File: src/rtl/sigmoid_pwl_if.sv
// Streaming interface of the sigmoid unit: one input channel, one output channel.
//
// Handshake: a word moves on a channel at the rising clk edge where both
// valid and ready are high. The producer holds its data and valid stable until
// that edge, and valid never waits on ready.
interface sigmoid_pwl_if #(
    parameter int DATA_W = 16
);
    logic              in_valid;
    logic              in_ready;
    logic [DATA_W-1:0] sig_in;
    logic              mode;
    logic              out_valid;
    logic              out_ready;
    logic [DATA_W-1:0] sig_out;

    // Sample source / result sink side
    modport master (
        output in_valid,
        output sig_in,
        output mode,
        output out_ready,
        input  in_ready,
        input  out_valid,
        input  sig_out
    );

    // Sigmoid unit side
    modport slave (
        input  in_valid,
        input  sig_in,
        input  mode,
        input  out_ready,
        output in_ready,
        output out_valid,
        output sig_out
    );
endinterface

File: src/rtl/sigmoid_pwl.sv
// Three-stage piecewise-linear (PLAN) sigmoid with a hard-step bypass mode.
// Stage 1 takes sign and magnitude, stage 2 evaluates the segment for |x|,
// stage 3 mirrors the result for negative inputs. A single global enable
// stalls the whole pipe when the output is held, so in_ready is simply en.
module sigmoid_pwl #(
    parameter int DATA_W = 16,
    parameter int FRAC_W = 8
) (
    input  logic           clk,
    input  logic           reset,
    sigmoid_pwl_if.slave   bus
);

    // Fixed-point constants, all in the FRAC_W scale. Fractions that need
    // more bits than FRAC_W provides are truncated towards zero.
    localparam logic [DATA_W-1:0] ONE     = DATA_W'(64'd1 << FRAC_W);
    localparam logic [DATA_W-1:0] HALF    = DATA_W'(64'd1 << (FRAC_W - 1));
    localparam logic [DATA_W-1:0] FIVE    = DATA_W'(64'd5 << FRAC_W);
    localparam logic [DATA_W-1:0] T_2375  = DATA_W'((64'd19 << FRAC_W) >> 3);
    localparam logic [DATA_W-1:0] C_84375 = DATA_W'((64'd27 << FRAC_W) >> 5);
    localparam logic [DATA_W-1:0] C_625   = DATA_W'((64'd5 << FRAC_W) >> 3);
    localparam logic [DATA_W-1:0] MAX_POS = {1'b0, {(DATA_W-1){1'b1}}};
    localparam logic [DATA_W-1:0] MIN_NEG = {1'b1, {(DATA_W-1){1'b0}}};

    logic              en;

    // Stage 1: sign, mode, magnitude
    logic              v1;
    logic              s1;
    logic              m1;
    logic [DATA_W-1:0] a1;

    // Stage 2: sign and positive-half result p (mode is resolved here)
    logic              v2;
    logic              s2;
    logic [DATA_W-1:0] p2;

    // Stage 3: final result
    logic              v3;
    logic [DATA_W-1:0] y3;

    logic [DATA_W-1:0] abs_x;
    logic [DATA_W-1:0] p_next;
    logic [DATA_W-1:0] y_next;

    assign en            = !v3 || bus.out_ready;
    assign bus.in_ready  = en;
    assign bus.out_valid = v3;
    assign bus.sig_out   = y3;

    // Magnitude of x; the most-negative code has no positive twin and saturates
    always_comb begin
        abs_x = bus.sig_in;
        if (bus.sig_in[DATA_W-1]) begin
            if (bus.sig_in == MIN_NEG) begin
                abs_x = MAX_POS;
            end else begin
                abs_x = -bus.sig_in;
            end
        end
    end

    // Segment evaluation for |x|; hard-step mode forces p to 1.0 so that the
    // sign mirror in stage 3 yields 1.0 for x >= 0 and 0 for x < 0
    always_comb begin
        p_next = ONE;
        if (!m1) begin
            if (a1 >= FIVE) begin
                p_next = ONE;
            end else if (a1 >= T_2375) begin
                p_next = (a1 >> 5) + C_84375;
            end else if (a1 >= ONE) begin
                p_next = (a1 >> 3) + C_625;
            end else begin
                p_next = (a1 >> 2) + HALF;
            end
        end
    end

    // Mirror around 0.5 for negative inputs; p never exceeds 1.0 so no underflow
    always_comb begin
        y_next = p2;
        if (s2) begin
            y_next = ONE - p2;
        end
    end

    // Pipeline registers; every stage moves together under the global enable
    always_ff @(posedge clk or negedge reset) begin
        if (!reset) begin
            v1 <= 1'b0;
            s1 <= 1'b0;
            m1 <= 1'b0;
            a1 <= '0;
            v2 <= 1'b0;
            s2 <= 1'b0;
            p2 <= '0;
            v3 <= 1'b0;
            y3 <= '0;
        end else if (en) begin
            v1 <= bus.in_valid;
            s1 <= bus.sig_in[DATA_W-1];
            m1 <= bus.mode;
            a1 <= abs_x;
            v2 <= v1;
            s2 <= s1;
            p2 <= p_next;
            v3 <= v2;
            y3 <= y_next;
        end
    end

endmodule

File: src/flat_wrapper.sv
// flat-port wrapper written by rule: the top's interface ports become plain ports
module sigmoid_pwl_flat 
#(
    parameter int DATA_W = 16,
    parameter int FRAC_W = 8
)
  (clk, reset, bus_in_valid, bus_sig_in, bus_mode, bus_out_ready, bus_in_ready, bus_out_valid, bus_sig_out);
  sigmoid_pwl_if #(.DATA_W(DATA_W)) bus_i ();
  input  logic clk;
  input  logic reset;
  input wire logic [$bits(bus_i.in_valid)-1:0] bus_in_valid;
  input wire logic [$bits(bus_i.sig_in)-1:0] bus_sig_in;
  input wire logic [$bits(bus_i.mode)-1:0] bus_mode;
  input wire logic [$bits(bus_i.out_ready)-1:0] bus_out_ready;
  output wire logic [$bits(bus_i.in_ready)-1:0] bus_in_ready;
  output wire logic [$bits(bus_i.out_valid)-1:0] bus_out_valid;
  output wire logic [$bits(bus_i.sig_out)-1:0] bus_sig_out;
  assign bus_i.in_valid = bus_in_valid;
  assign bus_i.sig_in = bus_sig_in;
  assign bus_i.mode = bus_mode;
  assign bus_i.out_ready = bus_out_ready;
  assign bus_in_ready = bus_i.in_ready;
  assign bus_out_valid = bus_i.out_valid;
  assign bus_sig_out = bus_i.sig_out;
  sigmoid_pwl #(.DATA_W(DATA_W), .FRAC_W(FRAC_W)) u_core (.clk(clk), .reset(reset), .bus(bus_i));
endmodule
File: config.mk
export PLATFORM = sky130hd
export DESIGN_NAME = sigmoid_pwl_flat
export DESIGN_NICKNAME = d
export VERILOG_FILES = /design/src/rtl/sigmoid_pwl_if.sv /design/src/rtl/sigmoid_pwl.sv /design/src/flat_wrapper.sv
export SDC_FILE = /design/constraint.sdc
export NUM_CORES = 1
export LEC_CHECK = 0
export ABC_AREA = 1
export CAP_MARGIN = 20
export CORE_MARGIN = 3
export CORE_UTILIZATION = 51
export CTS_CLUSTER_SIZE = 24
export DETAILED_ROUTE_END_ITERATION = 8
export GPL_TIMING_DRIVEN = 0
export PLACE_DENSITY = 0.82
export SYNTH_ARGS = -nofsm -noshare
export SYNTH_HDL_FRONTEND = slang
export SYNTH_SLANG_ARGS = --single-unit
File: constraint.sdc
create_clock -name clk -period 1.4 [get_ports clk]
set_input_delay 0.28 -clock clk [delete_from_list [all_inputs] [get_ports clk]]
set_output_delay 0.28 -clock clk [all_outputs]
set_load 0.02 [all_outputs]
==> reports/summary.txt, run 1 <==
post-synth top area share -> 40.9%
Sw Share -> 42.2%
die width -> 85.7 um
Max VDD drop -> 0.753 mV
Hold Crit Start -> bus_sig_in[14]
switching power -> 2330 uW
Num Clock Sinks -> 53
initial core utilization -> 53.8%
clk_skew -> 9.83 ps
post-synth cell types -> 35
total power -> 5530 uW
placer congestion estimate -> 0.916
commonest cells in the netlist -> nand2_1, nor2_1, dfrtp_1
Clock transition at path regs -> 110 ps
critical path class -> reg -> reg
RSZ-0062 raised after global routing -> true
Detailed Route WL -> 9350 um
largest cells by area after synthesis -> dfrtp_1, nand2_1, nand3_1
clk_lat worst skew -> 320 ps
vias per inst -> 5.60
Mapped Cells -> 452
Worst-Margin Slew -> 373 ps
Worst Setup End Kind -> register
Routed Antenna Nets -> 0
met3 Use GR -> 4.32%
Num CTS Buffers -> 5
H-Tree Depth -> 2
Setup-failing EPs final -> 12
Pleak -> 0.00232 uW
Syn Area/Cell -> 7.17 um^2
post-synthesis sequential area ratio -> 40.9%
hold endpoint -> u_core.a1[14]$_DFFE_PN0P_
die height -> 85.7 um
drt pass-1 iters -> 5
total grt overflow -> 0
TNS Setup -> -2150 ps
dpl cells -> 565
antenna violations before repair -> 0
clock share of power -> 17.3%
combinational share of power -> 45.2%
final period utilization -> 119%
worst setup slack after layout -> -265 ps
Fin Hold WS -> 278 ps
critical path startpoint category -> register
Avg WL per Cell -> 15.5 um
CTS tree -> done
Top Usage Layer GRT -> met2
Tmin final -> 1670 ps
worst path required time -> 1660 ps
Mapped Area -> 0.00324 mm^2
PwrDens -> 1240 mW/mm^2
core box area -> 0.00603 mm^2
dominant synthesized flop cell -> dfrtp_1
Synth Register Bits -> 53
CTS Root Cell -> clkbuf_8
Max Freq -> 0.601 GHz
routing usage on met1 -> 30.9%
cell with the most instances after synthesis -> nand2_1
final max-slew violation count -> 0
HP Class -> in -> reg
Port Buffers -> 37
Reg2Reg Depth -> 9
Max-slew headroom -> 75.0%
final std cells w/o fill -> 603
Post-Place Setup Slack -> -845 ps
final hold vios -> 0
nets -> 557
Critical R2R Launch -> u_core.a1[8]$_DFFE_PN0P_
Max Root-Sink Buffers -> 2
Area growth syn-to-layout -> 37.8%
Diodes inserted -> 0
Synth Net Count -> 482
violated checks -> setup timing
die area -> 0.00735 mm^2
share of layout cells above drive strength 1 -> 28.2%
outcome -> finished with violations
YS warnings -> 0
number of synthesized flops with an enable pin -> 0
iteration-0 DRC count of the detailed router -> 333
largest net degree at the start of global routing -> 40
CP max FO -> 6
Max Cap Viol -> 0
Yosys top cell by area -> dfrtp_1
worst reg-to-reg setup slack -> -270 ps
first-pass GRT wire length -> 14800 um
internal power -> 3200 uW
Synth async-reset ratio -> 100%
vias in the first global route -> 3250
hold path depth -> 3
Critical Path AT -> 1920 ps
sequential power share -> 37.5%
DR vias -> 3378
DP HPWL -> 5950 um
IO Pins -> 39
worst r2r dst -> u_core.p2[2]$_DFFE_PN0P_
row count -> 28
final-layout fill cell count -> 431
GR Util met2 -> 43.4%
gr usage total -> 25.1%
drc violations -> 0
metrics by stage:
| step | cell area [um^2] | util, % |
|---|---|---|
| after global placement | 3710 | 61.6 |
| final | 4470 | 74.1 |
| after detailed placement | 3730 | 61.9 |
| after floorplan | 3250 | - |
| after global routing | 4470 | 74.1 |
| after CTS | 4190 | 69.5 |
registers in the layout, summed over array words and instances (netlist names):
register,cells
u_core.a1,16
u_core.bus.out_valid,1
u_core.bus.sig_out,16
u_core.m1,1
u_core.p2,15
u_core.s1,1
u_core.s2,1
u_core.v1,1
u_core.v2,1
how the worst max path moves through the flow:
| stage | endpoint | from | cells after the start |
|---|---|---|---|
| 6_report | u_core.p2[2]$_DFFE_PN0P_ | u_core.a1[8]$_DFFE_PN0P_ | 9 |
| 5_1_grt | u_core.p2[2]$_DFFE_PN0P_ | u_core.a1[8]$_DFFE_PN0P_ | 9 |
| 4_1_cts | u_core.p2[5]$_DFFE_PN0P_ | u_core.a1[9]$_DFFE_PN0P_ | 8 |
| 3_5_place_dp | bus_in_ready | bus_out_ready | 5 |
| 3_3_place_gp | u_core.a1[8]$_DFFE_PN0P_ | reset | 1 |
| 2_1_floorplan | u_core.p2[7]$_DFFE_PN0P_ | u_core.a1[8]$_DFFE_PN0P_ | 9 |
critical path: stages (launching register included):
cell and delay [ps]:
dfrtp_2 480, inv_4 110, ha_4 160, or2_1 150
nand2_1 70, nor2_2 130, nand2_2 130, a21oi_1 220
nand2_2 90, nand2_1 70
what timing repair did:
| item | 4_1_cts | 5_1_grt |
|---|---|---|
| resized for setup | 88 | 68 |
| hold buffers | 1 | 0 |
| endpoints found under the setup margin | 48 | 47 |
| setup buffers | 15 | 11 |
| pin swaps | 24 | 25 |
| endpoints found under the hold margin | 14 | 0 |
| cloned | 2 | 1 |
cell type report:
| type | count | area (um^2) | area share, % |
|---|---|---|---|
| buffer | 13 | 90.1 | 2.02 |
| clock buffer | 5 | 68.8 | 1.54 |
| clock inverter | 3 | 28.8 | 0.644 |
| inverter | 57 | 229 | 5.13 |
| multi-input combinational | 331 | 1990 | 44.5 |
| sequential | 53 | 1330 | 29.8 |
| tap | 75 | 93.8 | 2.10 |
| timing repair buffer | 66 | 636 | 14.2 |
logic make-up (layout without fill, tap and decap cells):
kind of cell / Yosys count / after routing / share of synthesized area, %
DFF: 53 / 53 / 40.9
adders and majority gates: 9 / 9 / 3.47
xor gates and xnor gates: 13 / 13 / 3.51
AOI/OAI and AO/OA: 51 / 51 / 8.61
and+or+nand+nor: 256 / 258 / 34.8
buffers and inverters: 70 / 144 / 8.68
power groups by stage:
stage                     clock (uW)  combinational, uW  sequential [uW]
final                            958               2500             2070
after global routing            1010               2720             2110
after CTS                        964               2170             2040
after detailed placement           0               1850             2060
after global placement             0               1810             2050
after floorplan                    0               1070             2150
layer usage:
| layer | share of wire (%) | vias up |
|---|---|---|
| met3 | 7.3 | 22 |
| met1 | 39 | 1600 |
| li1 | - | 1599 |
| met4 | 2.5 | 0 |
| met5 | 0 | - |
| met2 | 51 | 157 |
cell usage in the layout, fill, tap and decap left out, types with 3 or more instances in the layout:
master and count:
nand2_1 113, dfrtp_1 49, nor2_1 44, inv_1 36
nand3_1 32, buf_4 20, o21ai_0 19, dlygate4sd2_1 19
inv_2 17, nand2_2 15, nand3_2 13, xor2_1 12
dlymetal6s2s_1 12, a21oi_1 10, nor2_4 9, buf_6 9
nand4_1 9, ha_4 8, nor2_2 7, buf_2 7
nand2_4 6, o21ai_1 5, a31oi_1 5, clkbuf_8 5
clkbuf_2 4, a21oi_2 4, dfrtp_2 4, inv_4 3
o21ai_2 3, clkdlybuf4s50_1 3
No activity file was read; power rests on OpenSTA's default activity.
==> run 2: changes to the inputs <==
--- a/config.mk
+++ b/config.mk
@@ -11,8 +11,10 @@
 export CORE_UTILIZATION = 51
 export CTS_CLUSTER_SIZE = 24
 export DETAILED_ROUTE_END_ITERATION = 8
+export GPL_ROUTABILITY_DRIVEN = 0
 export GPL_TIMING_DRIVEN = 0
 export PLACE_DENSITY = 0.82
+export SKIP_LAST_GASP = 1
 export SYNTH_ARGS = -nofsm -noshare
 export SYNTH_HDL_FRONTEND = slang
 export SYNTH_SLANG_ARGS = --single-unit
==> reports/summary.txt, run 2 (synthesis gave the netlist of run 1 again) <==
IO Pins -> 39
TNS Setup -> -1680 ps
antenna violations before repair -> 0
die height -> 85.7 um
gr usage total -> 24.3%
Clock transition at path regs -> 100 ps
die area -> 0.00735 mm^2
CTS tree -> done
RSZ-0062 raised after global routing -> true
critical path startpoint category -> register
Tmin final -> 1580 ps
Routed Antenna Nets -> 0
Pleak -> 0.00228 uW
Area growth syn-to-layout -> 36.6%
first-pass GRT wire length -> 14400 um
Max Freq -> 0.633 GHz
row count -> 28
DP HPWL -> 5940 um
HP Class -> in -> reg
total grt overflow -> 0
clk_skew -> 9.96 ps
combinational share of power -> 44.2%
DR WL met3 -> 480 um
Max VDD drop -> 0.721 mV
initial core utilization -> 53.8%
worst setup slack after layout -> -181 ps
drt pass-1 iters -> 5
Port Buffers -> 37
internal power -> 3120 uW
total power -> 5380 uW
H-Tree Depth -> 2
die width -> 85.7 um
vias in the first global route -> 3141
Worst-Margin Slew -> 369 ps
utilization after layout -> 73.5%
Num CTS Buffers -> 5
CTS Root Cell -> clkbuf_8
largest net degree at the start of global routing -> 40
most common cell after layout, fill and taps aside -> nand2_1
final period utilization -> 113%
Critical Path AT -> 1800 ps
drc violations -> 0
Avg WL per Cell -> 15.3 um
Max-slew headroom -> 75.4%
iteration-0 DRC count of the detailed router -> 263
Design Area, Final -> 0.00443 mm^2
share of layout cells above drive strength 1 -> 28.7%
Num Clock Sinks -> 53
clk_lat worst skew -> 330 ps
top sig layer -> met4
Setup-failing EPs final -> 14
Max Root-Sink Buffers -> 2
clock share of power -> 17.8%
final-layout fill cell count -> 466
Sw Share -> 42.1%
switching power -> 2270 uW
sequential power share -> 37.9%
critical path class -> reg -> reg
placed cell area -> 0.00373 mm^2
violated checks -> setup timing
worst path required time -> 1620 ps
most frequent cells in the layout -> nand2_1, nor2_1, dfrtp_1, inv_1, nand3_1
vias per inst -> 5.56
outcome -> finished with violations
Detailed Route WL -> 9190 um
met1 WL -> 3730 um
Post-Place Setup Slack -> -868 ps
final max-slew violation count -> 0
Diodes inserted -> 0
final hold vios -> 0
Worst Setup End Kind -> register
PwrDens -> 1220 mW/mm^2
Max Cap Viol -> 0
core box area -> 0.00603 mm^2
WL met2 -> 4710 um
DR vias -> 3342
nets -> 555
CP max FO -> 7
[run 2: final timing paths]
check,start,end,slack (ps),cells after the start
min in group asynchronous,reset,u_core.bus.sig_out[2]$_DFFE_PN0P_,380,2
hold reg to reg,u_core.v2$_DFFE_PN0P_,u_core.bus.out_valid$_DFFE_PN0P_,480,1
max in group asynchronous,reset,u_core.a1[8]$_DFFE_PN0P_,470,3
setup / recovery,u_core.a1[9]$_DFFE_PN0P_,u_core.p2[2]$_DFFE_PN0P_,-180,11
setup reg to reg,u_core.a1[9]$_DFFE_PN0P_,u_core.p2[2]$_DFFE_PN0P_,-180,11
hold / removal,bus_sig_in[8],u_core.a1[8]$_DFFE_PN0P_,310,3
[run 2: critical path, cell delays in order (launching register included)]
cell     delay [ps]
dfrtp_2         470
inv_4           130
ha_4            140
nand2_2          50
nor2_4          100
nand2_4         130
nand2_8         130
inv_6            50
nand2_1          50
nand3_1          70
nand2_1         100
nand2_1          60
[run 2: power by group through the flow]
stage | clock (uW) | combinational, uW | sequential, uW
floorplan | 0 | 1070 | 2150
global placement | 0 | 1800 | 2050
detailed placement | 0 | 1850 | 2070
CTS | 970 | 2130 | 2020
global route | 1020 | 2600 | 2080
finish | 959 | 2380 | 2040
[run 2: repair_timing]
item	CTS	global route
endpoints found under the setup margin	45	46
endpoints found under the hold margin	14	0
pin swaps	24	17
resized for setup	81	71
buffers inserted	13	12
hold buffers	1	0
cloned	2	0
[run 2: cell type report]
| cell class | instances | area (um^2) | share of cell area, % |
|---|---|---|---|
| multi-input combinational | 331 | 1990 | 45.0 |
| clock inverter | 3 | 28.8 | 0.650 |
| tap | 75 | 93.8 | 2.12 |
| buffer | 13 | 88.8 | 2.01 |
| timing repair buffer | 64 | 597 | 13.5 |
| clock buffer | 5 | 68.8 | 1.55 |
| sequential | 53 | 1330 | 30.1 |
| inverter | 57 | 224 | 5.06 |
[run 2: metal layers]
layer	vias up	GRT usage, %
met5	-	0
met4	0	7.91
met3	31	3.46
met2	154	44.1
met1	1562	29.6
li1	1595	-
[run 2: stage by stage]
step           hold WS, ps  cells
2_1_floorplan        -15.6    452
3_3_place_gp           448    564
3_5_place_dp           214    565
4_1_cts                375    589
5_1_grt                333    601
6_report               305    601
==> run 3: changes to the inputs <==
--- a/config.mk
+++ b/config.mk
@@ -14,6 +14,7 @@
 export GPL_ROUTABILITY_DRIVEN = 0
 export GPL_TIMING_DRIVEN = 0
 export PLACE_DENSITY = 0.82
+export RECOVER_POWER = 25
 export SKIP_LAST_GASP = 1
 export SYNTH_ARGS = -nofsm -noshare
 export SYNTH_HDL_FRONTEND = slang
==> reports/summary.txt, run 3 (synthesis gave the netlist of run 1 again) <==
clk_skew -> 9.61 ps
Worst-Margin Slew -> 881 ps
Tmin final -> 1590 ps
share of layout cells above drive strength 1 -> 28.5%
outcome -> finished with violations
largest net degree at the start of global routing -> 40
final hold vios -> 0
switching power -> 2270 uW
Avg WL per Cell -> 15.2 um
Reg2Reg Depth -> 11
die width -> 85.7 um
Num CTS Buffers -> 5
clk_lat worst skew -> 330 ps
Post-Place Setup Slack -> -868 ps
Max Root-Sink Buffers -> 2
CP max FO -> 7
Area growth syn-to-layout -> 36.5%
CTS Root Cell -> clkbuf_8
Critical R2R Launch -> u_core.a1[9]$_DFFE_PN0P_
hold path depth -> 3
critical path startpoint category -> register
Setup-failing EPs final -> 14
most frequent cells in the layout -> nand2_1, nor2_1, dfrtp_1, inv_1, nand3_1
final max-slew violation count -> 0
initial core utilization -> 53.8%
CTS tree -> done
Pleak -> 0.00228 uW
antenna violations before repair -> 0
H-Tree Depth -> 2
iteration-0 DRC count of the detailed router -> 269
Hold Crit Start -> bus_sig_in[8]
CP cell instances -> inv_4 -> ha_4 -> nand2_2 -> nor2_4 -> nand2_4 -> nand2_8 -> inv_6 -> nand2_1 -> nand3_1 -> nand2_1 -> nand2_1
worst setup slack after layout -> -189 ps
combinational share of power -> 44.2%
drt pass-1 iters -> 5
HP Class -> in -> reg
sequential power share -> 38.0%
total grt overflow -> 0
utilization after layout -> 73.5%
row count -> 28
Diodes inserted -> 0
first-pass GRT wire length -> 14400 um
Sw Share -> 42.1%
vias per inst -> 5.53
final-layout fill cell count -> 467
Max Cap Viol -> 0
die height -> 85.7 um
Clock transition at path regs -> 100 ps
most used cell, CP -> nand2_1
Worst Setup End Kind -> register
violated checks -> setup timing
clock share of power -> 17.8%
core box area -> 0.00603 mm^2
final std cells w/o fill -> 601
most common cell after layout, fill and taps aside -> nand2_1
PwrDens -> 1220 mW/mm^2
nets -> 555
critical path launch point -> u_core.a1[9]$_DFFE_PN0P_
die area -> 0.00735 mm^2
max incr delay on CP -> 470 ps
final period utilization -> 113%
Num Clock Sinks -> 53
dpl cells -> 565
Routed Antenna Nets -> 0
Max VDD drop -> 0.721 mV
worst path required time -> 1620 ps
critical path class -> reg -> reg
internal power -> 3110 uW
Slowest cell on crit path -> dfrtp_2
Critical Path AT -> 1810 ps
DR vias -> 3323
Max-slew headroom -> 41.2%
IO Pins -> 39
Max Freq -> 0.629 GHz
RSZ-0062 raised after global routing -> true
DP HPWL -> 5940 um
Port Buffers -> 37
drc violations -> 0
gr usage total -> 24.3%
vias in the first global route -> 3141
total power -> 5380 uW
Detailed Route WL -> 9150 um
==> run 3: path summary, 6_finish.rpt <==
check | to | slack, ps
max | u_core.p2[2]$_DFFE_PN0P_ | -190
min | u_core.a1[8]$_DFFE_PN0P_ | 300
max reg2reg | u_core.p2[2]$_DFFE_PN0P_ | -190
min reg2reg | u_core.bus.out_valid$_DFFE_PN0P_ | 480
max in group asynchronous | u_core.a1[8]$_DFFE_PN0P_ | 110
min in group asynchronous | u_core.bus.sig_out[2]$_DFFE_PN0P_ | 570
==> run 3: layout make-up <==
class                   count  area [um^2]  share of cell area [%]
multi-input cells         331         1990                    45.0
plain buffers              13         88.8                    2.01
clock inverters             3         28.8                   0.650
inverters                  57          224                    5.06
repair buffers             64          596                    13.5
flip-flops and latches     53         1330                    30.1
well taps                  75         93.8                    2.12
clock buffers               5         68.8                    1.55
==> run 3: routing by layer <==
| metal | up-vias | GRT usage (%) | wire length [um] |
|---|---|---|---|
| met2 | 143 | 44.1 | 4700 |
| met4 | 0 | 7.91 | 263 |
| met1 | 1555 | 29.6 | 3740 |
| li1 | 1594 | - | - |
| met3 | 31 | 3.46 | 453 |
| met5 | - | 0 | 0 |
==> run 3: stage by stage <==
stage	area (um^2)	setup TNS (ps)	hold slack, ps
final	4430	-1660	305
after floorplan	3250	0	-15.6
after CTS	4150	-1300	375
after detailed placement	3730	-16500	214
after global placement	3710	-94040	448
after global routing	4430	-3760	333
==> run 3: worst max-delay path: cells and delay by family (launching register included) <==
kind	cells	cell delay, ps
fa+ha+maj	1	140
simple gates	8	700
buf+inv	2	180
flops	1	470
==> run 3: repair_timing <==
item | 4_1_cts | 5_1_grt
gates cloned | 2 | 0
hold endpoints to repair | 14 | 0
pin swaps | 24 | 17
buffers inserted | 13 | 12
resized for setup | 81 | 71
hold buffers | 1 | 0
endpoints found under the setup margin | 45 | 46
==> run 3: power groups by stage <==
stage	logic [uW]	registers (uW)	clock network, uW
finish	2380	2040	959
global route	2600	2080	1020
CTS	2130	2020	970
detailed placement	1850	2070	0
global placement	1800	2050	0
floorplan	1070	2150	0
